File: config.mk
export PLATFORM = sky130hd
export DESIGN_NAME = ip_tx_arbiter
export DESIGN_NICKNAME = d
export VERILOG_FILES = /design/src/rtl/ip_tx_arbiter.sv
export SDC_FILE = /design/constraint.sdc
export NUM_CORES = 1
export LEC_CHECK = 0
export BUFFER_PORTS_ARGS = -buffer_cell sky130_fd_sc_hd__buf_2
export CAP_MARGIN = 5
export CORE_AREA = 5 5 352 354
export CTS_CLUSTER_SIZE = 14
export DETAILED_ROUTE_END_ITERATION = 8
export DIE_AREA = 0 0 357 359
export PLACE_DENSITY = 0.3
export SLEW_MARGIN = 20
export SYNTH_ARGS = -nofsm -noshare
export SYNTH_HDL_FRONTEND = slang
export SYNTH_SLANG_ARGS = --single-unit
File: constraint.sdc
create_clock -name clk -period 4.51 [get_ports clk]
set_input_delay 0.902 -clock clk [delete_from_list [all_inputs] [get_ports clk]]
set_output_delay 0.902 -clock clk [all_outputs]
set_load 0.01 [all_outputs]
File: src/rtl/ip_tx_arbiter.sv
// Round-robin, frame-granular arbiter feeding one IP TX header + payload port
// from S_COUNT requesters, with a payload-stall watchdog that aborts stuck frames.
module ip_tx_arbiter #(
    parameter int S_COUNT    = 4,
    parameter int DATA_WIDTH = 64,
    parameter int KEEP_WIDTH = DATA_WIDTH / 8,
    parameter int TIMEOUT    = 1024,
    localparam int GW        = (S_COUNT > 1) ? $clog2(S_COUNT) : 1,
    localparam int WD_W      = (TIMEOUT > 1) ? $clog2(TIMEOUT) : 1
) (
    input  logic                          clk,
    input  logic                          rst_n,
    input  logic [S_COUNT-1:0]            s_ip_hdr_valid,
    output logic [S_COUNT-1:0]            s_ip_hdr_ready,
    input  logic [S_COUNT*6-1:0]          s_ip_dscp,
    input  logic [S_COUNT*2-1:0]          s_ip_ecn,
    input  logic [S_COUNT*16-1:0]         s_ip_length,
    input  logic [S_COUNT*8-1:0]          s_ip_ttl,
    input  logic [S_COUNT*8-1:0]          s_ip_protocol,
    input  logic [S_COUNT*32-1:0]         s_ip_source_ip,
    input  logic [S_COUNT*32-1:0]         s_ip_dest_ip,
    input  logic [S_COUNT*DATA_WIDTH-1:0] s_ip_payload_axis_tdata,
    input  logic [S_COUNT*KEEP_WIDTH-1:0] s_ip_payload_axis_tkeep,
    input  logic [S_COUNT-1:0]            s_ip_payload_axis_tvalid,
    input  logic [S_COUNT-1:0]            s_ip_payload_axis_tlast,
    input  logic [S_COUNT-1:0]            s_ip_payload_axis_tuser,
    output logic [S_COUNT-1:0]            s_ip_payload_axis_tready,
    output logic                          m_ip_hdr_valid,
    input  logic                          m_ip_hdr_ready,
    output logic [5:0]                    m_ip_dscp,
    output logic [1:0]                    m_ip_ecn,
    output logic [15:0]                   m_ip_length,
    output logic [7:0]                    m_ip_ttl,
    output logic [7:0]                    m_ip_protocol,
    output logic [31:0]                   m_ip_source_ip,
    output logic [31:0]                   m_ip_dest_ip,
    output logic [DATA_WIDTH-1:0]         m_ip_payload_axis_tdata,
    output logic [KEEP_WIDTH-1:0]         m_ip_payload_axis_tkeep,
    output logic                          m_ip_payload_axis_tvalid,
    output logic                          m_ip_payload_axis_tlast,
    output logic                          m_ip_payload_axis_tuser,
    input  logic                          m_ip_payload_axis_tready,
    output logic [GW-1:0]                 grant,
    output logic                          busy,
    output logic                          error_timeout
);

    typedef enum logic [2:0] {IDLE, HDR, PAYLOAD, ABORT, DRAIN} state_t;

    state_t          state, state_n;
    logic [GW-1:0]   grant_n, rr_ptr, rr_n, pick, grant_nxt;
    logic [WD_W-1:0] wd, wd_n;
    logic            abort_ack;
    logic            own_valid, own_last;

    function automatic logic [GW-1:0] rr_idx(input logic [GW-1:0] base, input int off);
        int j;
        j = int'(base) + off;
        if (j >= S_COUNT) j = j - S_COUNT;
        return GW'(j);
    endfunction

    // Scan downward so the last hit is the one closest to rr_ptr.
    always_comb begin
        pick = rr_ptr;
        for (int i = S_COUNT - 1; i >= 0; i--) begin
            if (s_ip_hdr_valid[rr_idx(rr_ptr, i)]) pick = rr_idx(rr_ptr, i);
        end
    end

    assign grant_nxt = (grant == GW'(S_COUNT - 1)) ? '0 : grant + 1'b1;
    assign own_valid = s_ip_payload_axis_tvalid[grant];
    assign own_last  = s_ip_payload_axis_tlast[grant];
    assign busy      = (state != IDLE);

    always_comb begin
        state_n                  = state;
        grant_n                  = grant;
        rr_n                     = rr_ptr;
        wd_n                     = wd;
        abort_ack                = 1'b0;
        s_ip_hdr_ready           = '0;
        s_ip_payload_axis_tready = '0;
        m_ip_hdr_valid           = 1'b0;
        m_ip_dscp                = '0;
        m_ip_ecn                 = '0;
        m_ip_length              = '0;
        m_ip_ttl                 = '0;
        m_ip_protocol            = '0;
        m_ip_source_ip           = '0;
        m_ip_dest_ip             = '0;
        m_ip_payload_axis_tdata  = '0;
        m_ip_payload_axis_tkeep  = '0;
        m_ip_payload_axis_tvalid = 1'b0;
        m_ip_payload_axis_tlast  = 1'b0;
        m_ip_payload_axis_tuser  = 1'b0;
        case (state)
            IDLE: begin
                if (|s_ip_hdr_valid) begin
                    grant_n = pick;
                    state_n = HDR;
                end
            end
            HDR: begin
                m_ip_hdr_valid        = 1'b1;
                m_ip_dscp             = s_ip_dscp[grant*6 +: 6];
                m_ip_ecn              = s_ip_ecn[grant*2 +: 2];
                m_ip_length           = s_ip_length[grant*16 +: 16];
                m_ip_ttl              = s_ip_ttl[grant*8 +: 8];
                m_ip_protocol         = s_ip_protocol[grant*8 +: 8];
                m_ip_source_ip        = s_ip_source_ip[grant*32 +: 32];
                m_ip_dest_ip          = s_ip_dest_ip[grant*32 +: 32];
                s_ip_hdr_ready[grant] = m_ip_hdr_ready;
                if (m_ip_hdr_ready) begin
                    state_n = PAYLOAD;
                    wd_n    = '0;
                end
            end
            PAYLOAD: begin
                m_ip_payload_axis_tdata         = s_ip_payload_axis_tdata[grant*DATA_WIDTH +: DATA_WIDTH];
                m_ip_payload_axis_tkeep         = s_ip_payload_axis_tkeep[grant*KEEP_WIDTH +: KEEP_WIDTH];
                m_ip_payload_axis_tvalid        = own_valid;
                m_ip_payload_axis_tlast         = own_last;
                m_ip_payload_axis_tuser         = s_ip_payload_axis_tuser[grant];
                s_ip_payload_axis_tready[grant] = m_ip_payload_axis_tready;
                wd_n = own_valid ? '0 : wd + 1'b1;
                if (own_valid && own_last && m_ip_payload_axis_tready) begin
                    state_n = IDLE;
                    rr_n    = grant_nxt;
                end else if (TIMEOUT != 0 && !own_valid && wd == WD_W'(TIMEOUT - 1)) begin
                    state_n = ABORT;
                end
            end
            ABORT: begin
                // Synthetic terminating beat flagged bad via tuser.
                m_ip_payload_axis_tvalid = 1'b1;
                m_ip_payload_axis_tlast  = 1'b1;
                m_ip_payload_axis_tuser  = 1'b1;
                m_ip_payload_axis_tkeep  = {{(KEEP_WIDTH-1){1'b0}}, 1'b1};
                if (m_ip_payload_axis_tready) begin
                    abort_ack = 1'b1;
                    state_n   = DRAIN;
                end
            end
            DRAIN: begin
                s_ip_payload_axis_tready[grant] = 1'b1;
                if (own_valid && own_last) begin
                    state_n = IDLE;
                    rr_n    = grant_nxt;
                end
            end
            default: state_n = IDLE;
        endcase
    end

    always_ff @(posedge clk or negedge rst_n) begin
        if (!rst_n) begin
            state         <= IDLE;
            grant         <= '0;
            rr_ptr        <= '0;
            wd            <= '0;
            error_timeout <= 1'b0;
        end else begin
            state         <= state_n;
            grant         <= grant_n;
            rr_ptr        <= rr_n;
            wd            <= wd_n;
            error_timeout <= abort_ack;
        end
    end

endmodule

After elaboration in Yosys (flattened, before gate mapping)
Index checks and enable logic that the tools add are counted.
{"block": "word_totals", "ff_bits": 18, "in_bits": 724, "output_inout_bits": 192, "word_cells": 117}
{"block": "classes", "addsub": 9, "multipliers": 1, "n_lt_le_gt_ge": 10, "n_eq_ne": 12, "n_shift": 9, "mux": 55, "bitwise": 2, "n_reduce_logical": 14}
{"cell": "128-bit by 8-bit indexed part select with 32-bit output", "n": 2}
{"cell": "256-bit by 9-bit indexed part select with 64-bit output", "n": 1}
{"cell": "32-bit by 6-bit indexed part select with 8-bit output", "n": 3}
{"cell": "32-bit two-way mux", "n": 2}
{"cell": "64-bit two-way mux", "n": 1}
{"cell": "64-bit by 7-bit indexed part select with 16-bit output", "n": 1}
{"cell": "2-bit two-way mux", "n": 12}
{"cell": "24-bit by 6-bit indexed part select with 6-bit output", "n": 1}
{"cell": "10-bit two-way mux", "n": 2}
{"cell": "10-bit one-hot mux with 2 select lines", "n": 1}
{"cell": "3-bit two-way mux", "n": 6}
{"cell": "16-bit two-way mux", "n": 1}
{"cell": "8-bit two-way mux", "n": 2}
{"cell": "8-bit one-hot mux with 2 select lines", "n": 1}
{"cell": "2-bit by 3-bit less-than comparator with 1-bit output, second input constant", "n": 5}
{"cell": "3-bit one-hot mux with 5 select lines", "n": 1}
{"cell": "1-bit binary-select mux with 2-bit select", "n": 7}
{"cell": "1-bit two-way mux", "n": 11}
{"cell": "10-bit by 1-bit adder with 10-bit output, second input constant", "n": 1}
{"cell": "10-bit == test, second input constant", "n": 1}
{"cell": "2-bit != test, second input constant", "n": 5}
{"cell": "3-bit >= comparator, second input constant", "n": 3}
{"cell": "4-bit bitwise AND", "n": 2}
{"cell": "4-bit one-hot mux with 2 select lines", "n": 1}
{"cell": "27 further kinds", "n": 39}

Longest topological paths before layout
Gate-level depths: netlist (run 1).
{"block": "logic_depth", "ltp_word": 9, "ltp_mapped": 7, "mapped_depth_nobuf": 6}

Worst setup path after synthesis (run 1)
OpenSTA, ideal clock, no wires.
{"block": "synth_timing", "path_type": "register to output", "from": "register grant[0]", "to": "output port m_ip_dest_ip[0]", "t_arrival_ns": 1.830, "required_ns": 3.608, "slack_ns": 1.778, "stages_incl_launch_ff": 6, "path_cell_list": "dfrtp_1 -> buf_6 -> clkbuf_1 -> buf_2 -> mux4_2 -> and2_1"}
{"block": "synth_between", "elab_chain_cells": 2}
{"element": "start: declaration", "line_no": "43", "rtl": "output logic [GW-1:0] grant,"}
{"element": "start signal: assignment", "line_no": "165", "rtl": "grant <= grant_n;"}
{"element": "128-bit by 8-bit indexed part select with 32-bit output", "line_no": "112", "rtl": "m_ip_dest_ip = s_ip_dest_ip[grant*32 +: 32];"}
{"element": "32-bit two-way mux", "line_no": "97", "rtl": "case (state)"}
{"element": "end: declaration", "line_no": "36", "rtl": "output logic [31:0] m_ip_dest_ip,"}
Every way passes these cells.

Worst setup path in the final report (run 1)
{"block": "layout_timing", "from": "register grant[0]", "to": "output port m_ip_protocol[3]"}
{"block": "layout_between", "elab_chain_cells": 2}
{"element": "32-bit by 6-bit indexed part select with 8-bit output", "line_no": "110", "rtl": "m_ip_protocol = s_ip_protocol[grant*8 +: 8];"}
{"element": "8-bit two-way mux", "line_no": "97"}
{"element": "end: declaration", "line_no": "34", "rtl": "output logic [7:0] m_ip_protocol,"}
Every way passes these cells.

==> reports/metrics.yaml, run 1 <==
status:
  status: "completed"
global_route:
  antenna_found_initial: 81
  grt_pass1_vias: 9632
  grt_overflow: 0
  grt_pass1_wl_microns: 90440
  grt_max_degree: 84
  track_usage: 0.1039
detailed_routing:
  drc: 0
  wl_per_cell_microns: 23.42
  via_count: 9249
  ant_nets: 0
  wl_microns: 71790
  avgViaCountPerCell: 3.017
  drt-initial-drc-count: 607
  drtPass1Iterations: 4
timing:
  worst_pin_slew_ns: 0.7695
  min_period_ns: 3.468
  drv_slew: 0
  rsz0062_at_grt: "no"
  fmax_mhz: 288.4
  setup-violations-final: 0
  fin_crit_sh: 0.7689
  tns_ns: 0
  maxSlewHeadroom: 0.4859
  skew_ns: 0.002207
  final-hold-violation-count: 0
clocking:
  hold_buffers: 0
  clock_sinks: 18
  clock_latency_ns: 0.25
  cts_htree_levels: 1
  cts_tree: "yes"
  clkSlewWorstSetupHoldPaths_ns: 0.06
  cts_buffers: 3
  cts_setup_buffers: 0
  clockBufferDepth: 2
  cts_repair_resize_count: 0
  cts_root_buf: "clkbuf_16"
place:
  dpl-instance-area_sq_um: 13100
  gp_congestion: 0.9252
  io_buffers: 915
  place_inst: 3041
  dpl.hpwl_microns: 64950
critical_path:
  required_ns: 3.61
  crit_path_end_kind: "primary output"
  crit_fanout: 54
  cp.arrival_ns: 2.57
  crit_path_start_kind: "register"
  ff2ff_path_depth: 6
  path_class: "reg -> out"
power_and_ir_drop:
  power_mw: 5.752
  powerDensity_nw_per_um2: 434.5
  vdd_drop_max_mv: 0.2349
  leakage_nw: 6.017
synth:
  synth_edf_count: 0
  syn_area_sq_um: 6531
  yosysTopAreaCellShare: 0.6172
  yosys_warnings: 0
  synth-main-ff-cell: "dfrtp_1"
  synth_fp_nets: 1277
  synth_seq_cells: 18
  synthTopCellsByArea: "mux4_2 (62%), and2_1 (10%), nor2b_1 (7.0%)"
  ys_types: 41
  netlist_instances: 548
  post-synth-top-count-cell: "mux4_2"
  async_flop_share: 1.000
  avgSynthCellArea_sq_um: 11.92
  yosys.area.top_type: "mux4_2"
  synth_common_cells: "mux4_2 (179), and2_1 (109), nor2b_1 (73)"
  synth-seq-area-share: 0.06897
final_layout:
  fin_cells: 3066
  seqCellArea_sq_um: 457.9
  drive_gt1_frac: 0.7894
  fill_cells: 14210
  stdcell_area_sq_um: 13240
  nets: 2150
  multi_input_area_sq_um: 5788
  areaGrowthSynthToFinish_pct: 102.7
floorplan:
  core-area_sq_um: 120800
  io_pins: 916
  die_area_sq_um: 128200
  start_util: 0.05409
  die_x_microns: 357
  fp.dieH_microns: 359
  rows: 128
run:
  maxCapViolCount: 0
hold_path:
  hp-class: "reg -> reg"
  holdPathStages: 1
state kept, by name (all words and copies together) (netlist names):
| register | cells |
|---|---|
| error_timeout | 1 |
| state | 3 |
| grant | 2 |
| rr_ptr | 2 |
| wd | 10 |
worst max-delay path: stages, from the launching register on:
cell and delay [ns]:
dfrtp_4 0.85, buf_12 0.44, mux4_2 0.60, and2_1 0.18, buf_2 0.14
cell families after synthesis:
group           synth area share
flops                    0.06897
mux                       0.6220
fa+ha+maj               0.009579
compound gates           0.03659
xor+xnor                0.002682
buf+inv                  0.04598
simple gates              0.2142
per-layer routing:
layer / part of all wire / track usage / vias to the layer above
li1: - / - / 3973
met3: 0.14 / 0.05880 / 90
met1: 0.42 / 0.1346 / 4527
met4: 0.0078 / 0.006345 / 50
met5: 0.0043 / 0 / -
met2: 0.43 / 0.1576 / 609
worst paths after layout:
path                            startpoint               end  slack (ns)
worst max-delay path              grant[0]  m_ip_protocol[3]        1.04
worst min-delay path                 wd[5]             wd[5]        0.52
worst max register to register    grant[0]             wd[5]        1.81
worst min register to register       wd[5]             wd[5]        0.52
max in group asynchronous            rst_n          grant[1]        3.54
min in group asynchronous            rst_n          state[0]        0.60
placed cells by master (no fill, tap or decap), types with 3 or more instances in the layout:
cell and instances:
buf_2 915, mux4_2 179, and2_1 109, nor2b_1 73
nor2_1 23, diode_2 21, dfrtp_1 16, o21ai_0 15
nand2_1 13, buf_12 8, buf_4 8, and3_1 7
inv_1 5, ha_1 5, a21oi_1 4, nand3_1 3
clkbuf_16 3
where the power goes:
part           leakage, nW  total, mW  internal [mW]  switching, mW
Sequential           0.237      0.383          0.204          0.179
Clock               0.0443      0.203          0.135         0.0681
Combinational         5.74       5.17           2.51           2.66
area by class of cell:
type                            count  share of cell area
Tap cell                         1625              0.1536
Sequential cell                    18             0.03459
Clock buffer                        4            0.006710
Antenna cell                       21            0.003969
Timing Repair Buffer              931              0.3625
Multi-Input combinational cell    462              0.4372
Inverter                            5            0.001418
metrics by stage:
stage,setup WS [ns],util,hold slack (ns)
floorplan,1.778,-,0.4771
global placement,1.180,0.1085,0.5124
detailed placement,1.186,0.1085,0.5064
CTS,0.8999,0.1092,0.5144
global route,0.8423,0.1093,0.5412
finish,1.042,0.1096,0.5162
No activity file was read; power rests on OpenSTA's default activity.
==> run 2: changes to the inputs <==
- clock period: 4.51 -> 3.1 ns (I/O delays scaled with it)
==> run 2 against run 1 <==
Compared with the run above:
- worst setup slack lost 0.84 ns
- die area is the same
- via count grew 1.2%
- routed wire length shrank 0.30%
- hold slack lost 0.21 ns
- sequential share of layout area shrank 0.082 points
==> reports/metrics.yaml, run 2 (synthesized netlist as in run 1, its figures left out) <==
critical_path:
  crit_start: "grant[0]"
  cp_cell_sequence: "buf_12 > buf_12 > mux4_2 > and2_1 > buf_2"
  reg2reg_slack_ns: 0.71  # -1.10 ns
  path_class: "reg -> out"
  cp_slowest_cell: "dfrtp_4"
  crit_fanout: 18  # -67%
  slowest_delay_ns: 0.65  # -0.20 ns
  crit_path_end_kind: "primary output"
  required_ns: 2.48  # -1.13 ns
  crit_family: "flip-flops"
  r2r-start: "grant[0]"
  cp.arrival_ns: 2.28  # -0.29 ns
  crit_path_start_kind: "register"
  critical_path.most_common_cell: "buf_12"
  ff2ff_path_depth: 6  # unchanged
  r2r-end: "state[0]"
  crit_buf_inv: 3  # +1
global_route:
  grt_pass1_vias: 9795  # +1.7%
  grt_max_degree: 62  # -26%
  antenna_found_initial: 79  # -2.5%
  grt_pass1_wl_microns: 90270  # -0.19%
  grt_overflow: 0  # unchanged
  track_usage: 0.1033  # -0.0005941
timing:
  fin_crit_sh: 0.9351
  worst_pin_slew_ns: 0.5831  # -0.1864 ns
  min_period_ns: 2.899
  setup-violations-final: 0  # unchanged
  fmax_mhz: 345.0
  whs_ns: 0.3088  # -0.2075 ns
  final-hold-violation-count: 0  # unchanged
  maxSlewHeadroom: 0.6077  # +0.1218
  rsz0062_at_grt: "no"
  worst_slack_ns: 0.2013  # -0.8408 ns
  drv_slew: 0  # unchanged
  tns_ns: 0  # unchanged
  skew_ns: 0.001816  # -0.0003909 ns
place:
  dpl.hpwl_microns: 66230  # +2.0%
  io_buffers: 915  # unchanged
  gp_congestion: 0.9523  # +2.9%
  place_inst: 3068  # +0.89%
  post-place-ws_ns: 0.4248  # -0.7612 ns
run:
  maxCapViolCount: 0  # unchanged
detailed_routing:
  wl_met3_microns: 9954  # -1.6%
  wl_per_cell_microns: 23.06  # -1.5%
  met1Wirelength_microns: 29750  # -0.79%
  avgViaCountPerCell: 3.015  # about the same
  wl_microns: 71570  # -0.30%
  routed.top_layer: "met5"
  via_count: 9360  # +1.2%
  drc: 0  # unchanged
  drt-initial-drc-count: 549  # -9.6%
  ant_nets: 0  # unchanged
  wl_met2_microns: 31190  # +1.2%
  drtPass1Iterations: 5  # +1
clocking:
  cts_htree_levels: 1  # unchanged
  clockBufferDepth: 2  # unchanged
  hold_buffers: 0  # unchanged
  cts_tree: "yes"
  clock_latency_ns: 0.25  # about the same
  cts_setup_buffers: 0  # unchanged
  clock_sinks: 18  # unchanged
  cts_buffers: 3  # unchanged
  cts_repair_resize_count: 0  # unchanged
  clkSlewWorstSetupHoldPaths_ns: 0.06  # about the same
  cts_root_buf: "clkbuf_16"
floorplan:
  die_area_sq_um: 128200  # unchanged
  fp.dieH_microns: 359  # unchanged
  io_pins: 916  # unchanged
  start_util: 0.05409  # unchanged
  die_x_microns: 357  # unchanged
  rows: 128  # unchanged
  core-area_sq_um: 120800  # unchanged
final_layout:
  utilization: 0.1123  # +0.002673
  fill_cells: 14110  # -0.67%
  layout_common_cells: "buf_2 (913), mux4_2 (179), and2_1 (109)"
  drive_gt1_frac: 0.7934  # +0.003929
  largest_register: "wd"
  largest_reg_flops: 10  # unchanged
  areaGrowthSynthToFinish_pct: 107.6
  fin_cells: 3104  # +1.2%
  reg.largest.list: "wd (10), state (3)"
  nets: 2177  # +1.3%
  final_common_cell: "buf_2"
status:
  status: "completed"
power_and_ir_drop:
  leakage_nw: 6.177  # +2.7%
  vdd_drop_max_mv: 0.4695  # +100%
  powerDensity_nw_per_um2: 637.7  # +47%
hold_path:
  hp-class: "in -> async"
[run 2: cell types whose count changed in the layout (fill, tap and decap cells not counted)]
cell and change:
buf_2 -2, diode_2 +11, buf_4 +22, buf_12 +7
[run 2: layout make-up]
class | count | area [sq um] | area share
multi-input combinational | 462 | 5788 | 0.4268
timing repair buffer | 958 | 5095 | 0.3757
tap | 1625 | 2033 | 0.1499
sequential | 18 | 457.9 | 0.03377
clock buffer | 4 | 88.84 | 0.006550
antenna | 32 | 80.08 | 0.005905
inverter | 5 | 18.77 | 0.001384
[run 2: worst max path at each step]
stage                        endpoint  slack [ns]  cells after the start
detailed placement  m_ip_source_ip[7]        0.42                      5
global placement      m_ip_dest_ip[6]        0.43                      5
global route         m_ip_dest_ip[26]        0.08                      6
floorplan             m_ip_dest_ip[0]        0.65                      5
CTS                 m_ip_source_ip[7]        0.15                      5
finish              m_ip_source_ip[7]        0.20                      5
[run 2: metal layers]
layer | up-vias | global-route usage
li1 | 4044 | -
met2 | 644 | 0.1570
met3 | 72 | 0.05479
met5 | - | 0
met1 | 4560 | 0.1346
met4 | 40 | 0.009322
[run 2: per-stage QoR]
stage,cell area (sq um),power (mW)
CTS,13480,8.948
finish,13560,8.649
global placement,13390,8.686
global route,13490,9.399
detailed placement,13390,8.612
floorplan,6531,5.026
[run 2: power breakdown]
part           total, mW  leakage, nW  internal (mW)  switching [mW]
clock network      0.297       0.0444          0.197          0.0999
logic               7.91         5.90           3.98            3.93
registers          0.442        0.237          0.299           0.144
[run 2: worst reg2reg max path, cell delays in order (launching register included)]
cell      delay (ns)
dfrtp_4         0.65
buf_12          0.25
mux4_2          0.61
and2_1          0.22
a21o_1          0.23
a41oi_1         0.23
a311oi_2        0.07
